### src/rtl/life_pkg.sv
// Shared constants, rule presets and state classification for the life-like cell array.
package life_pkg;

    localparam int STATE_DEAD  = 0;
    localparam int STATE_ALIVE = 1;

    typedef struct packed {
        logic [8:0] birth;
        logic [8:0] survive;
        logic [4:0] states;
    } life_rule_t;

    localparam logic [8:0] RULE_B3S23_BIRTH   = 9'b0_0000_1000;
    localparam logic [8:0] RULE_B3S23_SURVIVE = 9'b0_0000_1100;

    // B2/S- with one dying state
    localparam life_rule_t RULE_BRIANS_BRAIN = '{
        birth:   9'b0_0000_0100,
        survive: 9'b0_0000_0000,
        states:  5'd3
    };

    typedef enum logic [1:0] {
        CELL_DEAD,
        CELL_ALIVE,
        CELL_DYING,
        CELL_INVALID
    } cell_kind_e;

    function automatic cell_kind_e classify(input int unsigned s, input int unsigned states);
        if (s == STATE_DEAD)
            return CELL_DEAD;
        else if (s == STATE_ALIVE)
            return CELL_ALIVE;
        else if (s < states)
            return CELL_DYING;
        else
            return CELL_INVALID;
    endfunction

endpackage

### src/rtl/life_cell_gen_neighbor_counter.sv
// Popcount of N single-bit inputs; result width is just wide enough for N.
module neighbor_counter #(
    parameter int N = 8
) (
    input  logic [N-1:0]           bits,
    output logic [$clog2(N+1)-1:0] count
);

    localparam int W = $clog2(N + 1);

    always_comb begin
        count = '0;
        for (int unsigned i = 0; i < N; i++)
            count = count + W'(bits[i]);
    end

endmodule

### src/rtl/life_cell_gen.sv
// One grid site of a life-like cellular automaton with programmable B/S masks,
// Generations-style dying states, saturating age and a one-shot change flag.
module life_cell_gen
    import life_pkg::*;
#(
    parameter  int N_NEIGHBORS = 8,
    parameter  int STATES      = 2,
    parameter  int AGE_W       = 8,
    localparam int CNT_W       = $clog2(N_NEIGHBORS + 1),
    localparam int STATE_W     = (STATES > 2) ? $clog2(STATES) : 1
) (
    input  logic                   clk,
    input  logic                   rst,
    input  logic                   ena,
    input  logic                   load,
    input  logic [STATE_W-1:0]     state_0,
    input  logic [N_NEIGHBORS:0]   birth_mask,
    input  logic [N_NEIGHBORS:0]   survive_mask,
    input  logic [N_NEIGHBORS-1:0] neighbors,
    output logic [STATE_W-1:0]     state_q,
    output logic [STATE_W-1:0]     state_d,
    output logic                   alive,
    output logic [AGE_W-1:0]       age,
    output logic                   changed
);

    localparam logic [STATE_W-1:0] DEAD_V  = STATE_W'(STATE_DEAD);
    localparam logic [STATE_W-1:0] ALIVE_V = STATE_W'(STATE_ALIVE);
    localparam logic [STATE_W-1:0] FIRST_DYING_V = (STATES > 2) ? STATE_W'(2) : DEAD_V;

    logic [CNT_W-1:0] count;
    cell_kind_e       kind;

    neighbor_counter #(.N(N_NEIGHBORS)) u_count (
        .bits  (neighbors),
        .count (count)
    );

    always_comb begin
        kind    = classify(32'(state_q), STATES);
        state_d = DEAD_V;
        unique case (kind)
            CELL_DEAD:  state_d = birth_mask[count] ? ALIVE_V : DEAD_V;
            CELL_ALIVE: state_d = survive_mask[count] ? ALIVE_V : FIRST_DYING_V;
            CELL_DYING: state_d = (32'(state_q) == STATES - 1) ? DEAD_V : state_q + STATE_W'(1);
            default:    state_d = DEAD_V;
        endcase
    end

    assign alive = (state_q == ALIVE_V);

    always_ff @(posedge clk or negedge rst) begin
        if (!rst) begin
            state_q <= DEAD_V;
            age     <= '0;
            changed <= 1'b0;
        end else if (load) begin
            // out-of-range seeds are clamped to dead rather than stored
            state_q <= (32'(state_0) >= STATES) ? DEAD_V : state_0;
            age     <= (state_0 == ALIVE_V) ? AGE_W'(1) : '0;
            changed <= 1'b0;
        end else if (ena) begin
            state_q <= state_d;
            changed <= (state_d != state_q);
            if (state_d != ALIVE_V)
                age <= '0;
            else if (state_q == ALIVE_V)
                age <= (age == '1) ? age : age + AGE_W'(1);
            else
                age <= AGE_W'(1);
        end else begin
            changed <= 1'b0;
        end
    end

endmodule

### config.mk
export PLATFORM = sky130hd
export DESIGN_NAME = life_cell_gen
export DESIGN_NICKNAME = d
export VERILOG_FILES = /design/src/rtl/life_pkg.sv /design/src/rtl/life_cell_gen_neighbor_counter.sv /design/src/rtl/life_cell_gen.sv
export SDC_FILE = /design/constraint.sdc
export NUM_CORES = 1
export LEC_CHECK = 0
export ABC_AREA = 1
export CAP_MARGIN = 20
export CELL_PAD_IN_SITES_DETAIL_PLACEMENT = 0
export CELL_PAD_IN_SITES_GLOBAL_PLACEMENT = 1
export CORE_ASPECT_RATIO = 2
export CORE_UTILIZATION = 28
export DETAILED_ROUTE_END_ITERATION = 12
export GPL_ROUTABILITY_DRIVEN = 0
export PLACE_DENSITY = 0.8
export SYNTH_ARGS = -nofsm -noshare
export SYNTH_HDL_FRONTEND = slang
export SYNTH_SLANG_ARGS = --single-unit
### constraint.sdc
create_clock -name clk -period 9.6 [get_ports clk]
set_clock_uncertainty 0.15 [all_clocks]
set_input_delay 2.88 -clock clk [delete_from_list [all_inputs] [get_ports clk]]
set_output_delay 2.88 -clock clk [all_outputs]
set_load 0.03 [all_outputs]
==> key figures, run 1 <==
GRT
  – Initial antenna violation count: 0
  – Largest net degree at the start of global routing: 15
  – Number of global-route vias before repair: 1139
  – Total gr overflow: 0
  – First-pass GRT wire length: 4760 um
  – Tot GR Track Use: 0.166

Pwr
  – Pint: 0.000141 W
  – Leakage power: 0.705 nW
  – Switching share of power: 0.442
  – Psw: 0.000112 W
  – Combinational power share: 0.580
  – Clock Power Share: 0.217
  – Pwr Density: 166 nW/um2
  – Part of the power in registers: 0.203
  – Maximum VDD drop: 0.0908 mV

Flow run
  – Max-Cap Viols: 0

Placement
  – Final HPWL DP: 2330 um
  – IO buf count: 42
  – Worst slack, placed: 0.119 ns
  – Post-DP Area: 1460 um2

Floorplanning
  – IO Pins: 43
  – Die width: 44.4 um
  – Die height: 86.7 um
  – Initial core utilization: 0.294
  – FP Rows: 30
  – Core Box Area: 3420 um2
  – Die area: 3850 um2

Clock network
  – TritonCTS clock tree: built
  – H-Tree Depth: 1
  – Worst-path clk slew: 0.05 ns
  – CTS resizes: 0
  – Hold buffer count at CTS: 0
  – CTS Buffer Depth: 2
  – CTS sink cnt: 10
  – Total CTS buffers: 3
  – Worst-skew pair later-pin latency: 0.24 ns
  – Root buf cell: clkbuf_8
  – Postcts setup bufs: 0

Detailed routing
  – Via Count: 1107
  – Final WL: 2800 um
  – Number of routed nets with antenna violations: 0
  – Vias per cell: 4.59
  – 1st-pass router iterations: 4
  – Iteration-0 DRC count of the detailed router: 27
  – DRC viols: 0
  – Avg WL per Cell: 11.6 um

Synthesis
  – EDFF count, synth: 0
  – Post-Synthesis Cells: 149
  – Post-synthesis sequential area ratio: 0.249
  – Top post-synthesis cells by area: dfrtp_1 (25%), nand2_1 (19%), nand3_1 (10%)
  – Count leader, synth: nand2_1
  – Synth warn: 0
  – Distinct cells, synth: 24
  – Syn_area_per_cell: 6.74 um2
  – Area share of the largest cell type after synthesis: 0.249
  – Mapped cell area: 1000 um2
  – Yosys top cell by area: dfrtp_1
  – FF+latch count, synth: 10
  – Most instantiated cells after synthesis: nand2_1 (51), nand3_1 (21), inv_1 (18)
  – Primary FF master, synth: dfrtp_1
  – Post-Syn Nets: 188
  – Share of flip-flops with an asynchronous set or reset: 1.00

Worst setup path
  – Startpoint Class: input port
  – Reg2reg path depth: 10
  – Arrival @ worst endpoint: 6.40 ns
  – Critical Path RT: 6.57 ns
  – CP endpoint kind: output pin
  – CP max FO: 6
  – Reg2reg end: age[1]
  – Critical path class: input port to output pin
  – FF-to-FF setup slack: 7.51 ns
  – RR Startpoint: age[0]

Timing
  – Max-slew violations: 0
  – Worst hold margin: 0.370 ns
  – Slack of the critical path: 0.167 ns
  – Final setup violating endpoints: 0
  – Least-Margin Pin Slew: 0.512 ns
  – Min Clock Period, post-route: 9.43 ns
  – Slew HR: 0.658
  – Fmax: 106 MHz
  – Share of the clock period used by the worst path: 0.983
  – RSZ-0062 raised after global routing: false
  – Fin. Hold Viols: 0
  – Setup TNS: 0 ns

Final layout
  – Area grow syn2layout: 51.7%
  – Post-layout net count: 233
  – Final instance area: 1520 um2
  – Antenna fix cells: 0
  – Layout cells sized above 1: 0.104

Status
  – Status: finished, final reports clean

Hold path
  – Hold Path Class: flip-flop to flip-flop
  – Hold wc startpoint: age[3]
  – Worst hold path endpoint: age[3]
  – Worst Hold Depth: 2
per-stage QoR:
step	util	total power (W)	cells
final	0.446	0.000253	241
after global routing	0.446	0.000273	241
after CTS	0.445	0.000252	241
after detailed placement	0.429	0.000197	237
after global placement	0.429	0.000194	237
after floorplan	-	0.000148	149
area by class of cell:
cell class / instances / area, um2
inverter: 22 / 85.1
sequential: 10 / 250
fill: 367 / 1890
timing repair buffer: 43 / 425
multi-input combinational: 114 / 648
tap: 48 / 60.1
clock buffer: 4 / 55.1
worst max path at each step:
stage | startpoint | to | slack [ns] | cells after the start
global route | neighbors[0] | state_d | 0.003 | 17
finish | neighbors[0] | state_d | 0.17 | 17
CTS | neighbors[0] | state_d | 0.12 | 17
global placement | neighbors[0] | state_d | 0.23 | 17
detailed placement | neighbors[0] | state_d | 0.12 | 17
floorplan | neighbors[0] | state_d | 0.73 | 15
cell usage in the layout (no fill, tap or decap), types with 3 or more instances in the layout:
cell type and count:
nand2_1 51, clkdlybuf4s50_1 41, nand3_1 21, inv_1 17, dfrtp_1 10, nor2_1 8, nand2_2 4, xor2_1 4
ha_1 4, clkbuf_8 4, inv_2 3, nor3_1 3, o21ai_1 3, fa_1 3
registers in the layout, indices dropped and copies added (netlist names):
signal and count:
changed 1, age 8, alive 1
layer usage:
layer  global-route usage  share of wire
met5                    0              0
met4                0.105          0.037
met3               0.0146          0.041
met2                0.310           0.56
met1                0.162           0.37
critical path: stages:
cell,delay [ns]
clkdlybuf4s50_1,0.40
ha_1,0.27
inv_1,0.04
fa_1,0.50
fa_1,0.43
fa_1,0.39
inv_2,0.08
fa_2,0.49
inv_4,0.11
nand3_1,0.09
nand3_1,0.09
nand3_1,0.07
nand2_1,0.10
nand2_2,0.08
nand2_2,0.11
clkinv_1,0.09
buf_4,0.17
cells by family (layout without fill, tap and decap cells):
kind of cell    count (synthesis)  after routing  share of synthesized area
compound gates                  7              7                     0.0486
xor+xnor                        5              5                     0.0436
fa+ha+maj                       8              8                      0.130
buf+inv                        25             69                      0.108
flops                          10             10                      0.249
simple gates                   94             94                      0.421
power by group through the flow:
stage | Sequential (W) | Clock, W | Combinational (W)
3_3_place_gp | 0.0000521 | 0 | 0.000142
5_1_grt | 0.0000521 | 0.0000577 | 0.000163
4_1_cts | 0.0000516 | 0.0000554 | 0.000145
2_1_floorplan | 0.0000583 | 0 | 0.0000893
6_report | 0.0000515 | 0.0000549 | 0.000147
3_5_place_dp | 0.0000523 | 0 | 0.000145
Note: power is estimated with default switching activity, not from simulation.
==> inputs of run 2 (changes only) <==
- CORE_UTILIZATION: 28 -> 30
- CTS_CLUSTER_DIAMETER: default -> 50
- PLACE_DENSITY: 0.8 -> 0.84
- clock period: 9.6 -> 11.3 ns (I/O delays scaled with it)
==> run 2 against run 1 <==
  * Register-to-register slack better by 1.7 ns
  * Design area decreased by 1.9%
  * Highest routed layer unchanged
  * Sequential power fell by 15%
  * Largest cell class unchanged
==> key figures, run 2 (synthesized netlist as in run 1, its figures left out) <==
Timing
  – Fin. Hold Viols: 0 (unchanged)
  – Max-slew violations: 0 (unchanged)
  – Share of the clock period used by the worst path: 0.942
  – Setup TNS: 0 ns (unchanged)
  – Least-Margin Pin Slew: 0.473 ns (-0.0388 ns)
  – RSZ-0062 raised after global routing: false
  – Slack of the critical path: 0.661 ns (+0.494 ns)
  – Fmax: 94.0 MHz
  – Final setup violating endpoints: 0 (unchanged)
  – Slew HR: 0.684 (+0.0259)
  – Min Clock Period, post-route: 10.64 ns

Worst setup path
  – RR Startpoint: age[0]
  – Slowest Stage Delay on Critical Path: 0.50 ns (about the same)
  – Worst Path Buf+Inv: 6 (unchanged)
  – Delay-heaviest family, CP: adder cells
  – CP endpoint kind: output pin
  – Crit path launch: neighbors[0]
  – Arrival @ worst endpoint: 7.10 ns (+0.70 ns)
  – Critical Path RT: 7.76 ns (+1.19 ns)
  – Most common cell on crit path: fa_1
  – CP max stage cell: fa_1
  – Crit-path cells: clkdlybuf4s50_1, ha_1, inv_1, fa_1, fa_1, fa_1, inv_1, fa_1, inv_2, nand3_1, nand3_1, nand3_1, nand2_1, nand2_2, nand2_2, clkinv_1, dlymetal6s2s_1
  – Startpoint Class: input port
  – Critical path class: input port to output pin
  – CP max FO: 6 (unchanged)

Final layout
  – Post-layout net count: 232 (-0.43%)
  – Most common cell after layout, fill and taps aside: nand2_1
  – Register area: 250 um2 (unchanged)
  – Commonest non-fill, non-tap cells in the layout: nand2_1 (51), clkdlybuf4s50_1 (41), nand3_1 (21)
  – # fillers: 333 (-9.3%)
  – Multi-input combinational cell area: 646 um2 (-0.39%)
  – Layout cells sized above 1: 0.0833 (-0.0203)
  – Max reg flops: 8 (unchanged)
  – Final design utilization: 0.468 (+0.0221)
  – Area grow syn2layout: 48.8%
  – Top reg by flops: age
  – Antenna fix cells: 0 (unchanged)

Floorplanning
  – Die width: 42.9 um (-3.2%)
  – Die height: 83.8 um (-3.3%)
  – IO Pins: 43 (unchanged)
  – Core Box Area: 3190 um2 (-6.5%)
  – FP Rows: 29 (-3.3%)
  – Initial core utilization: 0.315 (+0.0205)
  – Die area: 3600 um2 (-6.4%)

Clock network
  – H-Tree Depth: 1 (unchanged)
  – CTS sink cnt: 10 (unchanged)
  – CTS Buffer Depth: 2 (unchanged)
  – Total CTS buffers: 3 (unchanged)
  – Hold buffer count at CTS: 0 (unchanged)
  – Worst-skew pair later-pin latency: 0.24 ns (about the same)
  – TritonCTS clock tree: built
  – Root buf cell: clkbuf_8
  – Worst-path clk slew: 0.05 ns (about the same)

Detailed routing
  – DRC viols: 0 (unchanged)
  – Avg WL per Cell: 11.8 um (+1.4%)
  – Via Count: 1094 (-1.2%)
  – Number of routed nets with antenna violations: 0 (unchanged)
  – Iteration-0 DRC count of the detailed router: 7 (-74%)
  – Final WL: 2630 um (-6.1%)
  – 1st-pass router iterations: 4 (unchanged)
  – Vias per cell: 4.91 (+6.8%)

Hold path
  – Hold Path Class: flip-flop to flip-flop
  – Hold wc startpoint: age[3]

GRT
  – Total gr overflow: 0 (unchanged)
  – Tot GR Track Use: 0.165 (-0.000898)
  – Initial antenna violation count: 0 (unchanged)
  – Number of global-route vias before repair: 1161 (+1.9%)
  – Largest net degree at the start of global routing: 15 (unchanged)
  – First-pass GRT wire length: 4620 um (-2.9%)

Pwr
  – Pwr Density: 138 nW/um2 (-17%)
  – Maximum VDD drop: 0.0696 mV (-23%)
  – Leakage power: 0.709 nW (+0.59%)

Flow run
  – Max-Cap Viols: 0 (unchanged)

Placement
  – IO buf count: 42 (unchanged)
  – Worst slack, placed: 0.260 ns (+0.141 ns)
  – Final HPWL DP: 2240 um (-3.7%)

Status
  – Status: finished, final reports clean
[run 2: layout make-up]
type                       count  share of cell area
tap                           31              0.0259
multi-input combinational    114               0.432
inverter                      22              0.0552
timing repair buffer          42               0.283
clock buffer                   4              0.0368
sequential                    10               0.167
[run 2: worst paths after layout]
kind	slack, ns	cells past startpoint	end
worst max-delay path	0.66	17	state_d
min in group asynchronous	3.32	1	alive
worst max register to register	9.16	10	age[1]
max in group asynchronous	7.35	1	age[5]
worst min register to register	0.39	2	age[3]
worst min-delay path	0.39	2	age[3]
[run 2: power breakdown]
part,leakage [nW],internal [W],switching [W]
Combinational,0.545,0.0000461,0.0000704
Clock,0.0288,0.0000307,0.0000149
Sequential,0.135,0.0000390,0.00000471
Total,0.709,0.000116,0.0000901
[run 2: worst register-to-register path: stages, from the launching register on]
cell and delay (ns):
dfrtp_1 0.43, ha_1 0.21, nand2_1 0.07, nor2_1 0.19, nand3_1 0.18, nor3_2 0.18, nand4_2 0.13, nand2_2 0.25
inv_1 0.12, nand2_1 0.08, nand2_1 0.05
[run 2: metal layers]
metal  wire length [um]  vias to the layer above  share of wire  global-route usage
met4                 48                        0          0.018              0.0597
met5                  0                        -              0                   0
met3                129                        5          0.049              0.0216
met2               1570                       40           0.60               0.336
met1                880                      492           0.33               0.149
li1                   -                      557              -                   -
[run 2: timing repair]
action,4_1_cts,5_1_grt
endpoints found under the setup margin,0,1
setup buffers,0,0
gates resized for setup,0,1
[run 2: metrics by stage]
step,total power [W],cell area [um2],hold slack (ns),instances
floorplan,0.000125,1000,0.521,149
global placement,0.000161,1440,0.350,219
detailed placement,0.000162,1440,0.377,219
CTS,0.000208,1490,0.391,223
global route,0.000223,1500,0.433,223
finish,0.000206,1500,0.395,223
==> inputs of run 3 (changes only) <==
- CAP_MARGIN: 20 -> default
- CELL_PAD_IN_SITES_DETAIL_PLACEMENT: 0 -> default
- CELL_PAD_IN_SITES_GLOBAL_PLACEMENT: 1 -> default
- CORE_ASPECT_RATIO: 2 -> default
- CORE_UTILIZATION: 30 -> 45
- PLACE_DENSITY: 0.84 -> 0.85
- REMOVE_ABC_BUFFERS: default -> 1
==> run 3 against run 2 <==
  * Worst hold slack better by 0.0027 ns
  * Sequential power barely moved
  * Core utilization increased by 25 points
  * First-iteration DRC count grew to 3.7 times the previous value
  * Non-clock buffer count unchanged
  * Cell count shrank 2.2%
==> key figures, run 3 (synthesized netlist as in run 1, its figures left out) <==
Worst setup path
  – Startpoint Class: input port
  – Critical path class: input port to output pin
  – CP endpoint kind: output pin
  – CP max FO: 6 (unchanged)
  – Reg2reg path depth: 10 (unchanged)
  – FF-to-FF setup slack: 9.27 ns (+0.11 ns)
  – Crit path launch: neighbors[0]
  – Reg2reg end: age[1]
  – RR Startpoint: age[0]
  – Arrival @ worst endpoint: 7.49 ns (+0.39 ns)
  – Critical Path RT: 7.76 ns (about the same)

Floorplanning
  – FP Rows: 16 (-45%)
  – Die height: 49.3 um (-41%)
  – Initial core utilization: 0.497 (+0.182)
  – Die area: 2430 um2 (-33%)
  – IO Pins: 43 (unchanged)
  – Die width: 49.3 um (+15%)
  – Core Box Area: 2020 um2 (-37%)

Timing
  – Slack of the critical path: 0.266 ns (-0.395 ns)
  – Slew HR: 0.696 (+0.0125)
  – Least-Margin Pin Slew: 0.454 ns (-0.0187 ns)
  – Max-slew violations: 0 (unchanged)
  – Fin. Hold Viols: 0 (unchanged)
  – Worst hold margin: 0.397 ns (+0.00267 ns)
  – Min Clock Period, post-route: 11.03 ns (+0.395 ns)
  – Final setup violating endpoints: 0 (unchanged)
  – Share of the clock period used by the worst path: 0.976 (+0.0349)
  – Setup TNS: 0 ns (unchanged)
  – RSZ-0062 raised after global routing: false
  – Fmax: 90.6 MHz (-3.6%)

Clock network
  – TritonCTS clock tree: built
  – Worst-skew pair later-pin latency: 0.26 ns (+0.02 ns)
  – H-Tree Depth: 1 (unchanged)
  – Postcts setup bufs: 0 (unchanged)
  – Worst-path clk slew: 0.06 ns (about the same)
  – Root buf cell: clkbuf_4
  – Total CTS buffers: 3 (unchanged)
  – Hold buffer count at CTS: 0 (unchanged)
  – CTS Buffer Depth: 2 (unchanged)
  – CTS resizes: 0 (unchanged)
  – CTS sink cnt: 10 (unchanged)

Pwr
  – Maximum VDD drop: 0.0921 mV (+32%)
  – Pwr Density: 127 nW/um2 (-7.9%)
  – Leakage power: 0.686 nW (-3.2%)
  – Total power: 0.000185 W (-10%)

Final layout
  – Max reg flops: 8 (unchanged)
  – # fillers: 172 (-48%)
  – Most common cell after layout, fill and taps aside: nand2_1
  – Commonest non-fill, non-tap cells in the layout: nand2_1 (51), clkdlybuf4s50_1 (42), nand3_1 (21)
  – Area grow syn2layout: 44.8%
  – Layout cells sized above 1: 0.0785 (-0.00480)
  – Final instance area: 1460 um2 (-2.7%)
  – Antenna fix cells: 0 (unchanged)
  – Post-layout net count: 232 (unchanged)
  – Top reg by flops: age
  – Register area: 250 um2 (unchanged)
  – Multi-input combinational cell area: 646 um2 (unchanged)

Detailed routing
  – DRC viols: 0 (unchanged)
  – Number of routed nets with antenna violations: 0 (unchanged)
  – 1st-pass router iterations: 4 (unchanged)
  – Vias per cell: 4.99 (+1.6%)
  – Avg WL per Cell: 10.8 um (-8.8%)
  – Iteration-0 DRC count of the detailed router: 26 (+19)
  – Via Count: 1087 (-0.64%)
  – Final WL: 2350 um (-11%)

Flow run
  – Max-Cap Viols: 0 (unchanged)

Placement
  – Final HPWL DP: 1970 um (-12%)
  – Post-DP Area: 1430 um2 (-0.35%)
  – IO buf count: 42 (unchanged)
  – Worst slack, placed: 0.263 ns (+0.00371 ns)

Hold path
  – Hold wc startpoint: age[1]
  – Worst Hold Depth: 2 (unchanged)
  – Worst hold path endpoint: age[1]
  – Hold Path Class: flip-flop to flip-flop

GRT
  – Met2 Usage GRT: 0.406 (+0.0703)
  – Largest net degree at the start of global routing: 15 (unchanged)
  – Initial antenna violation count: 0 (unchanged)
  – GRT met3 Usage: 0.0623 (+0.0407)
  – Number of global-route vias before repair: 1063 (-8.4%)
  – Grt peak-use layer: met2
  – Met1 GRT Util: 0.253 (+0.104)
  – Tot GR Track Use: 0.223 (+0.0579)
  – Total gr overflow: 0 (unchanged)
  – First-pass GRT wire length: 4250 um (-8.1%)

Status
  – Status: finished, final reports clean
run 3: power breakdown:
| group | switching, W | leakage (nW) | total [W] | internal [W] |
|---|---|---|---|---|
| Combinational | 0.0000704 | 0.537 | 0.000117 | 0.0000468 |
| Clock | 0.0000115 | 0.0138 | 0.0000238 | 0.0000123 |
| Sequential | 0.00000461 | 0.135 | 0.0000435 | 0.0000389 |
| Total | 0.0000866 | 0.686 | 0.000185 | 0.0000980 |
run 3: worst max-delay path, stage by stage:
cell,delay (ns)
clkdlybuf4s50_1,0.41
ha_1,0.28
inv_1,0.04
fa_1,0.49
fa_1,0.44
fa_1,0.37
inv_1,0.09
fa_1,0.49
inv_2,0.14
nand3_1,0.08
o211ai_1,0.17
nand2_1,0.10
nand2_2,0.10
nand2_2,0.09
clkinv_1,0.12
clkdlybuf4s50_1,0.68
run 3: worst max-delay path by stage:
stage	end	depth (start not counted)
after floorplan	state_d	15
after global placement	state_d	16
after detailed placement	state_d	16
after CTS	state_d	16
after global routing	state_d	17
final	state_d	16
run 3: layer usage:
| metal | up-vias | wire length (um) |
|---|---|---|
| met5 | - | 0 |
| met4 | 0 | 0 |
| met3 | 0 | 112 |
| met2 | 33 | 1220 |
| met1 | 497 | 1020 |
| li1 | 557 | - |
run 3: stage by stage:
step,util,cells
3_5_place_dp,0.709,215
4_1_cts,0.720,218
5_1_grt,0.720,218
6_report,0.720,218
2_1_floorplan,-,146
3_3_place_gp,0.709,215
run 3: final cells by class:
| class | count | area share |
|---|---|---|
| multi-input combinational | 114 | 0.444 |
| timing repair buffer | 42 | 0.289 |
| sequential | 10 | 0.172 |
| inverter | 22 | 0.0567 |
| tap | 27 | 0.0232 |
| clock buffer | 3 | 0.0155 |
